<file path="config.mk">
export PLATFORM = sky130hd
export DESIGN_NAME = seq_slice_adder
export DESIGN_NICKNAME = d
export VERILOG_FILES = /design/src/rtl/seq_slice_adder_pkg.sv /design/src/rtl/seq_slice_adder_slice.sv /design/src/rtl/seq_slice_adder.sv
export SDC_FILE = /design/constraint.sdc
export NUM_CORES = 1
export LEC_CHECK = 0
export CORE_UTILIZATION = 55
export CTS_BUF_LIST = sky130_fd_sc_hd__clkbuf_8
export DETAILED_ROUTE_END_ITERATION = 10
export PLACE_DENSITY = 0.87
export SKIP_CTS_REPAIR_TIMING = 1
export SLEW_MARGIN = 0
export SYNTH_ARGS = -nofsm -noshare
export SYNTH_HDL_FRONTEND = slang
export SYNTH_SLANG_ARGS = --single-unit
</file>
<file path="constraint.sdc">
create_clock -name clk -period 6.9 [get_ports clk]
set_clock_uncertainty 0.05 [all_clocks]
set_input_delay 2.07 -clock clk [delete_from_list [all_inputs] [get_ports clk]]
set_output_delay 2.07 -clock clk [all_outputs]
set_load 0.01 [all_outputs]
</file>
<file path="src/rtl/seq_slice_adder_pkg.sv">
// seq_slice_adder_pkg: shared FSM encodings and default ALU widths
package seq_slice_adder_pkg;
  localparam logic [1:0] IDLE = 2'd0;
  localparam logic [1:0] RUN = 2'd1;
  localparam logic [1:0] DONE = 2'd2;
  localparam int DEF_WIDTH = 64;
  localparam int DEF_SLICE_W = 16;
endpackage

</file>
<file path="src/rtl/seq_slice_adder_slice.sv">
// slice_adder: combinational W-bit adder slice with carry in/out (x, y, cin -> s, cout)
module slice_adder #(
  parameter int W = 16
) (
  input  logic [W-1:0] x,
  input  logic [W-1:0] y,
  input  logic         cin,
  output logic [W-1:0] s,
  output logic         cout
);
  assign {cout, s} = {1'b0, x} + {1'b0, y} + {{W{1'b0}}, cin};
endmodule

</file>
<file path="src/rtl/seq_slice_adder.sv">
// seq_slice_adder: multi-cycle adder, one SLICE_W slice per clock; start/busy/done handshake, sum/carry/overflow held until next start
module seq_slice_adder
  import seq_slice_adder_pkg::*;
#(
  parameter int WIDTH = DEF_WIDTH,
  parameter int SLICE_W = DEF_SLICE_W
) (
  input  logic             clk,
  input  logic             rst,
  input  logic             start,
  input  logic [WIDTH-1:0] a,
  input  logic [WIDTH-1:0] b,
  output logic             busy,
  output logic             done,
  output logic [WIDTH-1:0] sum,
  output logic             carry,
  output logic             overflow
);
  localparam int NUM_SLICES = WIDTH / SLICE_W;
  localparam int CW = NUM_SLICES > 1 ? $clog2(NUM_SLICES) : 1;
  logic [1:0] state;
  logic [CW-1:0] cnt;
  logic [WIDTH-1:0] ra, rb;
  logic ic, cout;
  logic [SLICE_W-1:0] xs, ys, s;
  assign xs = ra[cnt*SLICE_W +: SLICE_W];
  assign ys = rb[cnt*SLICE_W +: SLICE_W];
  assign busy = state == RUN;
  assign done = state == DONE;
  slice_adder #(.W(SLICE_W)) u_slice (.x(xs), .y(ys), .cin(ic), .s(s), .cout(cout));
  always_ff @(posedge clk) begin
    if (rst) begin
      state <= IDLE;
      cnt <= '0;
      ic <= 1'b0;
      ra <= '0;
      rb <= '0;
      sum <= '0;
      carry <= 1'b0;
      overflow <= 1'b0;
    end else begin
      case (state)
        IDLE: if (start) begin
          ra <= a;
          rb <= b;
          cnt <= '0;
          ic <= 1'b0;
          carry <= 1'b0;
          overflow <= 1'b0;
          state <= RUN;
        end
        RUN: begin
          sum[cnt*SLICE_W +: SLICE_W] <= s;
          ic <= cout;
          cnt <= cnt + 1'b1;
          if (cnt == CW'(NUM_SLICES - 1)) begin
            carry <= cout;
            overflow <= (xs[SLICE_W-1] == ys[SLICE_W-1]) && (s[SLICE_W-1] != xs[SLICE_W-1]);
            state <= DONE;
          end
        end
        DONE: state <= IDLE;
        default: state <= IDLE;
      endcase
    end
  end
endmodule

</file>
==> impl_metrics.py <==
metrics = {
    "global_route": {
        "grt_pass1_wl_mm": 33.8,
        "grt_antenna_before_repair": 0,
        "grt_usage_pct": 27.7,
        "gr-total-overflow": 0,
        "grt_pass1_vias": 6621,
        "grt_max_degree": 99,
    },
    "setup_path": {
        "criticalPathCategory": "reg -> reg",
        "reg2reg_to": "sum[30]",
        "cp.arrival_ns": 4.68,
        "critPathLaunch": "cnt[0]",
        "cp_num_buf_inv": 1,
        "ff2ff_setup_slack_ns": 2.58,
        "slowest_delay_ns": 0.64,
        "cp_cell_sequence": "buf_4 > mux4_2 > fa_1 > fa_1 > a21o_1 > a221oi_2 > o211ai_2 > a41oi_2 > o21ai_1 > xor2_1 > a22o_1",
        "worst-r2r-cell-count": 11,
        "crit_top_cell": "fa_1",
        "rr_startpoint": "cnt[0]",
        "endpoint_kind": "register",
        "start_kind": "register",
        "crit_fanout": 29,
        "crit_required_ns": 7.26,
        "slowest_stage": "mux4_2",
        "critical-path-top-delay-family": "compound AO/OA/AOI/OAI gates",
    },
    "logic_synthesis": {
        "ys_top_cells_by_count": "nand2_1, dfxtp_1, a21oi_1",
        "yosysWarningCount": 0,
        "syn-instance-count": 908,
        "ys_dominant_reg_cell": "dfxtp_1",
        "ys_seq_area_share_pct": 48.5,
        "synth_top_area_share_pct": 48.5,
        "yosysMostFrequentCell": "nand2_1",
        "synth.avg_cell_area_um2": 9.05,
        "synth_edf_count": 0,
        "yosysTopAreaCell": "dfxtp_1",
        "synth_nets": 1062,
        "synth_seq_cells": 199,
        "async_flop_share_pct": 0,
        "synthDistinctLibCells": 45,
        "syn_area_um2": 8220,
        "synthTopCellsByArea": "dfxtp_1, nand2_1, a21oi_1",
    },
    "clocking": {
        "root_buffer": "clkbuf_8",
        "clk_pin_slew_ns": 0.09,
        "tritoncts": "built",
        "clock_path_buffers": 2,
        "cts_buffers": 17,
        "htree_levels": 4,
        "cts.sinks": 199,
        "clock_latency_ns": 0.47,
    },
    "placement": {
        "place_area_um2": 10200,
        "globalplace.congestion": 0.859,
        "io_buffer_count": 198,
        "numPlacedInstances": 1235,
        "dp.final_hpwl_mm": 15.4,
    },
    "worst_hold_path": {
        "hold_depth": 2,
        "holdPathEnd": "ra[61]",
        "hold_path_class": "reg -> reg",
        "worstHoldStart": "ra[61]",
    },
    "sta": {
        "whs_ns": 0.405,
        "fin_crit_sh_pct": 62.6,
        "setup_viol": 0,
        "report.final.hold_viol_count": 0,
        "period_needed_ns": 4.32,
        "finalSetupTns_ns": 0,
        "rsz0062_at_grt": "false",
        "tightestPinTransition_ns": 0.947,
        "drv_slew": 0,
        "relSlewSlack_pct": 36.8,
        "fmax_ghz": 0.232,
    },
    "finish": {
        "area_growth_pct": 29.2,
        "insertedDiodeCount": 0,
        "layout.nets": 1224,
        "nFillCells": 1094,
        "final_cell_count_no_fill": 1266,
        "drive_gt1_share_pct": 7.49,
        "design_area_um2": 10600,
    },
    "power": {
        "p_per_area_nw_per_um2": 217,
        "seqPwrFrac_pct": 53.4,
        "clkPwrFrac_pct": 30.8,
        "power_w": 0.00230,
        "switching_share_pct": 26.3,
        "p_comb_share_pct": 15.8,
        "p_int_w": 0.00170,
        "peakVddDrop_v": 0.000133,
        "switchingPower_w": 0.000606,
        "leakage_nw": 4.00,
    },
    "route": {
        "ant_nets": 0,
        "drt_wl_total_mm": 21.2,
        "via_per_inst": 5.69,
        "routedWlPerCell_um": 16.7,
        "drc_errors": 0,
        "first_iter_violations": 691,
        "num_vias": 7208,
        "firstDrtPassIters": 5,
    },
    "die": {
        "io_pins": 199,
        "die_height_um": 124,
        "start_util_pct": 56.6,
        "dieArea_um2": 15400,
        "rows": 44,
        "dieWidth_um": 124,
        "coreArea_um2": 14500,
    },
    "status": {
        "outcome": "finished, final reports clean",
    },
    "run": {
        "drv_cap": 0,
    },
}
[routing by layer]
layer	GRT usage [%]	share of wire [%]
met1	37.6	44
met2	42.8	47
met3	5.34	6.1
met4	12.5	3.3
met5	0	0
[final cells by class]
cell class	count	area [um2]	area share [%]
clock buffers	19	262	2.46
clock inverters	12	113	1.06
inverters	13	48.8	0.460
multi-input cells	635	3960	37.2
flip-flops and latches	199	3990	37.5
well taps	184	230	2.17
repair buffers	204	2020	19.1
[worst register-to-register path: stages (launching register included)]
cell      delay, ns
dfxtp_2        0.56
buf_4          0.56
mux4_2         0.66
fa_1           0.43
fa_1           0.42
a21o_1         0.21
a221oi_2       0.35
o211ai_2       0.14
a41oi_2        0.27
o21ai_1        0.10
xor2_1         0.34
a22o_1         0.18
[cells by family after synthesis]
| group | after synthesis | synth area share [%] |
|---|---|---|
| buf+inv | 74 | 3.53 |
| mux | 32 | 8.77 |
| fa+ha+maj | 23 | 3.68 |
| flops | 199 | 48.5 |
| compound gates | 233 | 17.4 |
| xor+xnor | 15 | 1.60 |
| simple gates | 332 | 16.6 |
[cell usage in the layout (no fill, tap or decap), types with 4 or more instances in the layout]
master / count
xor2_1: 9
o21ai_0: 9
clkinv_2: 5
clkdlybuf4s50_1: 197
nor2_1: 33
nand2_1: 274
mux4_2: 32
clkbuf_8: 19
a22o_1: 33
inv_1: 16
nor2b_1: 5
dfxtp_1: 198
a22oi_1: 27
ha_1: 21
a21o_1: 4
a21oi_1: 147
buf_4: 7
xnor2_1: 6
[flip-flops by register name, indices dropped and copies added (netlist names)]
signal and cells:
overflow 1, ic 1, state 2, sum 64, cnt 2, rb 64, ra 64, carry 1
[metrics by stage]
step	setup WS [ns]	util, %
floorplan	3.14	-
global placement	2.63	70.5
detailed placement	2.58	70.5
CTS	2.59	73.1
global route	2.33	73.1
finish	2.58	73.1
[power by group through the flow]
stage | Clock (W) | Combinational, W | Sequential (W)
floorplan | 0 | 0.000217 | 0.00125
global route | 0.000770 | 0.000392 | 0.00124
detailed placement | 0 | 0.000359 | 0.00126
global placement | 0 | 0.000353 | 0.00125
CTS | 0.000720 | 0.000361 | 0.00123
finish | 0.000710 | 0.000363 | 0.00123
[how the worst max path moves through the flow]
| stage | slack, ns | cells after the start | to |
|---|---|---|---|
| finish | 2.58 | 11 | sum[30] |
| global route | 2.33 | 11 | sum[30] |
| CTS | 2.59 | 11 | sum[30] |
| detailed placement | 2.58 | 5 | rb[3] |
| global placement | 2.63 | 11 | sum[46] |
| floorplan | 3.14 | 12 | sum[14] |
(Power assumes the default switching activity.)
